<file path="src/rtl/wb_arbiter.sv">
// Register-file write-port arbiter: round-robin between ALU/MEM on the integer port
// and FPU/MEM on the FP port, with results registered one cycle after acceptance.
module wb_arbiter #(
    parameter int WIDTH = 32,
    parameter int AW    = 5
) (
    input  logic             clk,
    input  logic             reset,
    input  logic             stall,
    input  logic             alu_valid,
    input  logic [AW-1:0]    alu_rd,
    input  logic [WIDTH-1:0] alu_data,
    output logic             alu_ready,
    input  logic             mem_valid,
    input  logic             mem_fp,
    input  logic [AW-1:0]    mem_rd,
    input  logic [WIDTH-1:0] mem_data,
    output logic             mem_ready,
    input  logic             fpu_valid,
    input  logic [AW-1:0]    fpu_rd,
    input  logic [WIDTH-1:0] fpu_data,
    output logic             fpu_ready,
    output logic             regWr,
    output logic [AW-1:0]    rw,
    output logic [WIDTH-1:0] busW,
    output logic             fregWr,
    output logic [AW-1:0]    frw,
    output logic [WIDTH-1:0] fbusW
);

    logic             int_last_q, int_last_d;
    logic             fp_last_q, fp_last_d;
    logic             regWr_q, regWr_d;
    logic [AW-1:0]    rw_q, rw_d;
    logic [WIDTH-1:0] busW_q, busW_d;
    logic             fregWr_q, fregWr_d;
    logic [AW-1:0]    frw_q, frw_d;
    logic [WIDTH-1:0] fbusW_q, fbusW_d;

    logic open;
    logic int_mem_req, fp_mem_req;
    logic alu_gnt, mem_int_gnt, fpu_gnt, mem_fp_gnt;

    // Grants: a sole requester wins; on conflict the side not granted last wins.
    always_comb begin
        open        = ~reset & ~stall;
        int_mem_req = mem_valid & ~mem_fp;
        fp_mem_req  = mem_valid & mem_fp;

        alu_gnt     = open & alu_valid   & (~int_mem_req | ~int_last_q);
        mem_int_gnt = open & int_mem_req & (~alu_valid   |  int_last_q);
        fpu_gnt     = open & fpu_valid   & (~fp_mem_req  | ~fp_last_q);
        mem_fp_gnt  = open & fp_mem_req  & (~fpu_valid   |  fp_last_q);

        int_last_d = int_last_q;
        if (alu_gnt)     int_last_d = 1'b1;
        if (mem_int_gnt) int_last_d = 1'b0;
        fp_last_d = fp_last_q;
        if (fpu_gnt)     fp_last_d = 1'b1;
        if (mem_fp_gnt)  fp_last_d = 1'b0;

        // r0 is hardwired: accept the transfer but suppress the write enable.
        regWr_d = 1'b0;
        rw_d    = rw_q;
        busW_d  = busW_q;
        if (alu_gnt) begin
            regWr_d = (alu_rd != '0);
            rw_d    = alu_rd;
            busW_d  = alu_data;
        end else if (mem_int_gnt) begin
            regWr_d = (mem_rd != '0);
            rw_d    = mem_rd;
            busW_d  = mem_data;
        end

        fregWr_d = 1'b0;
        frw_d    = frw_q;
        fbusW_d  = fbusW_q;
        if (fpu_gnt) begin
            fregWr_d = 1'b1;
            frw_d    = fpu_rd;
            fbusW_d  = fpu_data;
        end else if (mem_fp_gnt) begin
            fregWr_d = 1'b1;
            frw_d    = mem_rd;
            fbusW_d  = mem_data;
        end
    end

    always_ff @(posedge clk) begin
        if (reset) begin
            int_last_q <= 1'b1;
            fp_last_q  <= 1'b1;
            regWr_q    <= 1'b0;
            rw_q       <= '0;
            busW_q     <= '0;
            fregWr_q   <= 1'b0;
            frw_q      <= '0;
            fbusW_q    <= '0;
        end else begin
            int_last_q <= int_last_d;
            fp_last_q  <= fp_last_d;
            regWr_q    <= regWr_d;
            rw_q       <= rw_d;
            busW_q     <= busW_d;
            fregWr_q   <= fregWr_d;
            frw_q      <= frw_d;
            fbusW_q    <= fbusW_d;
        end
    end

    assign alu_ready = alu_gnt;
    assign mem_ready = mem_int_gnt | mem_fp_gnt;
    assign fpu_ready = fpu_gnt;
    assign regWr     = regWr_q;
    assign rw        = rw_q;
    assign busW      = busW_q;
    assign fregWr    = fregWr_q;
    assign frw       = frw_q;
    assign fbusW     = fbusW_q;

endmodule

</file>
<file path="config.mk">
export PLATFORM = sky130hd
export DESIGN_NAME = wb_arbiter
export DESIGN_NICKNAME = d
export VERILOG_FILES = /design/src/rtl/wb_arbiter.sv
export SDC_FILE = /design/constraint.sdc
export NUM_CORES = 1
export LEC_CHECK = 0
export CORE_UTILIZATION = 30
export CTS_CLUSTER_DIAMETER = 100
export DETAILED_ROUTE_END_ITERATION = 6
export GPL_TIMING_DRIVEN = 0
export PLACE_DENSITY = 0.67
export SETUP_SLACK_MARGIN = 0.02
export SYNTH_ARGS = -nofsm -noshare
export SYNTH_HDL_FRONTEND = slang
export SYNTH_SLANG_ARGS = --single-unit
</file>
<file path="constraint.sdc">
create_clock -name clk -period 3.9 [get_ports clk]
set_input_delay 0.78 -clock clk [delete_from_list [all_inputs] [get_ports clk]]
set_output_delay 0.78 -clock clk [all_outputs]
set_load 0.05 [all_outputs]
</file>
==> out/results.ini <==
[worst_setup_path]
arrival_ns=2.96
cp-end-kind=output pin
crit_end=mem_ready
r2r_slack_ns=2.08
worstReg2RegEnd=fbusW[15]$_SDFFE_PP0P_
startpoint_type=primary input
crit_type=in2out
crit_fanout=10
crit_chain=clkdlybuf4s50_1 -> nand2_1 -> nor2_1 -> clkbuf_2 -> o21a_1 -> dlygate4sd2_1
crit_start=mem_fp
r2r_cells=5
cp_slowest_cell=clkdlybuf4s50_1
critPathMaxStageDelay_ns=0.58
r2r-start=fp_last_q$_SDFFE_PP1P_
required_ns=3.12

[floorplanning]
fp.dieW_um=105
io_pins=197
die_area_um2=11100
start_util=0.310
core_area_um2=10400
die_y_um=105
num_rows=37

[placed_design]
placedCellCount=699
gp_congestion=0.799
port_buffers=195
placed_cell_area_um2=5340
dp_hpwl_mm=9.38

[global_routing]
antenna_found_initial=0
grt_overflow=0
grt_pass1_vias=3743
grt_pass1_wl_mm=19.3
grt_use_total=0.221
grt_start_max_net_pins=13

[power_and_ir_drop]
p_leak_nw=1.86
power_density_nw_per_um2=352
vdd.ir_drop.worst_mv=0.180

[synthesis]
synth.area.top_cells=dfxtp_1, a32oi_1, a21oi_1, nand2_1, clkbuf_1
ys_seq_elements=78
yosys-top-cells-count=dfxtp_1, nand2_1, a21oi_1
synth_xor_area_frac=0
ys_seq_area_frac=0.486
synth.avg_cell_area_um2=8.73
synthCells=368
synthFlopType=dfxtp_1
synth_top_area_frac=0.486
synthMuxAreaShare=0
synth-compound-area-share=0.339
synth_edf_count=0
syn_nets=486
synth_top_family_by_area=compound AO/OA/AOI/OAI gates
yosys.area_share.simple=0.121
ys_types=27
yosys.area_share.adder=0
yosysWarningCount=0
synthArstFlopShare=0
yosysTopAreaCell=dfxtp_1
syn_area_um2=3210

[route]
wl_mm=12.5
drt_iter0_drc=187
wl_per_cell_um=17.5
vias=3734
viasPerCell=5.23
final_antenna_net_count=0
drt_pass1_iterations=4
drc_errors=0

[clocking]
cts_hold_buf=0
cts_inserted_buffers=9
cts-root-buf=clkbuf_8
cts_htree_levels=3
clk_latency_ns=0.34
clk_pin_slew_ns=0.08
clock-sinks=78
cts_buffer_depth=2
cts_tree=built

[sta]
hold_viol_final=0
tightest_slew_ns=0.981
slew_headroom=0.337
skew_ns=0.0208
period_share=0.959
slew_viol_final=0
layout_min_cycle_time_ns=3.74
tns_ns=0
rsz0062_at_grt=no
setup_viol=0
max_freq_mhz=267
timing.hold.ws_ns=0.451

[worst_hold_path]
hold_class=reg2reg

[final_layout]
fillers=999
fin_cells=714
regArea_um2=1560
multi_input_area_um2=1480
drive_gt1_frac=0.0571
area_growth_pct=72.2
num_antenna_cells=0
fin_area_um2=5530
nets=692
fin_util=0.534

[run_status]
outcome=complete, no violations

[flow_run]
drv_cap=0

layout by cell type, fill, tap and decap left out, drive strengths merged, types with 2 or more instances in the layout:
cell type	Yosys	layout
buf	15	15
o21ai	3	3
or4	2	2
nand2	78	78
a32oi	64	64
nor2b	4	4
clkbuf	23	35
inv	2	2
nor2	4	4
clkinv	0	2
dlygate4sd2	0	3
dfxtp	78	78
a21oi	75	75
clkdlybuf4s50	0	192
a22oi	10	10
through the flow:
step / total power [mW] / setup WS (ns)
after floorplan: 1.10 / 1.03
after global placement: 1.34 / -0.267
after detailed placement: 1.35 / -0.312
after CTS: 1.96 / 0.0462
after global routing: 2.03 / 0.0330
final: 1.95 / 0.160
layout make-up:
| cell class | count | share of cell area |
|---|---|---|
| plain buffers | 38 | 0.0303 |
| multi-input cells | 250 | 0.267 |
| inverters | 2 | 0.00136 |
| flip-flops and latches | 78 | 0.282 |
| clock inverters | 3 | 0.00791 |
| repair buffers | 195 | 0.352 |
| well taps | 136 | 0.0308 |
| clock buffers | 12 | 0.0280 |
flip-flops by register name, indices dropped and copies added, names as in the netlist:
| name | flops |
|---|---|
| busW | 32 |
| fbusW | 32 |
| frw | 5 |
| rw | 5 |
| fp_last_q | 1 |
| fregWr | 1 |
| int_last_q | 1 |
| regWr | 1 |
worst min path at each step:
stage | startpoint | to | slack [ns] | depth (start not counted)
detailed placement | fbusW[11]$_SDFFE_PP0P_ | fbusW[11]$_SDFFE_PP0P_ | 0.44 | 2
global placement | fbusW[0]$_SDFFE_PP0P_ | fbusW[0]$_SDFFE_PP0P_ | 0.44 | 2
floorplan | fp_last_q$_SDFFE_PP1P_ | fp_last_q$_SDFFE_PP1P_ | 0.46 | 2
CTS | fbusW[0]$_SDFFE_PP0P_ | fbusW[0]$_SDFFE_PP0P_ | 0.45 | 2
finish | fbusW[1]$_SDFFE_PP0P_ | fbusW[1]$_SDFFE_PP0P_ | 0.45 | 2
global route | fbusW[20]$_SDFFE_PP0P_ | fbusW[20]$_SDFFE_PP0P_ | 0.47 | 2
kinds of logic after synthesis:
group                  Yosys count
buffers and inverters           40
AND/OR/NAND/NOR                 93
AO/OA/AOI/OAI                  157
flip-flops                      78
layer usage:
metal,part of all wire,track usage,up-vias
met5,0,0,-
met4,0.015,0.0774,0
met3,0.078,0.0600,12
met2,0.49,0.393,162
met1,0.42,0.255,1762
li1,-,-,1798
what timing repair did:
action / 4_1_cts / 5_1_grt
resized for setup: 4 / 2
buffers inserted: 0 / 0
setup endpoints to repair: 3 / 1
power by group:
part | leakage (nW) | total (mW) | switching (mW) | internal, mW
Clock | 0.102 | 0.620 | 0.292 | 0.328
Combinational | 1.12 | 0.477 | 0.271 | 0.205
Sequential | 0.635 | 0.853 | 0.0201 | 0.833
critical path: cells and delay by family:
kind / cells / cell delay (ns)
AOI/OAI and AO/OA: 1 / 0.16
buffers and inverters: 3 / 1.45
and+or+nand+nor: 2 / 0.56
Power figures use the tool's default switching activity.
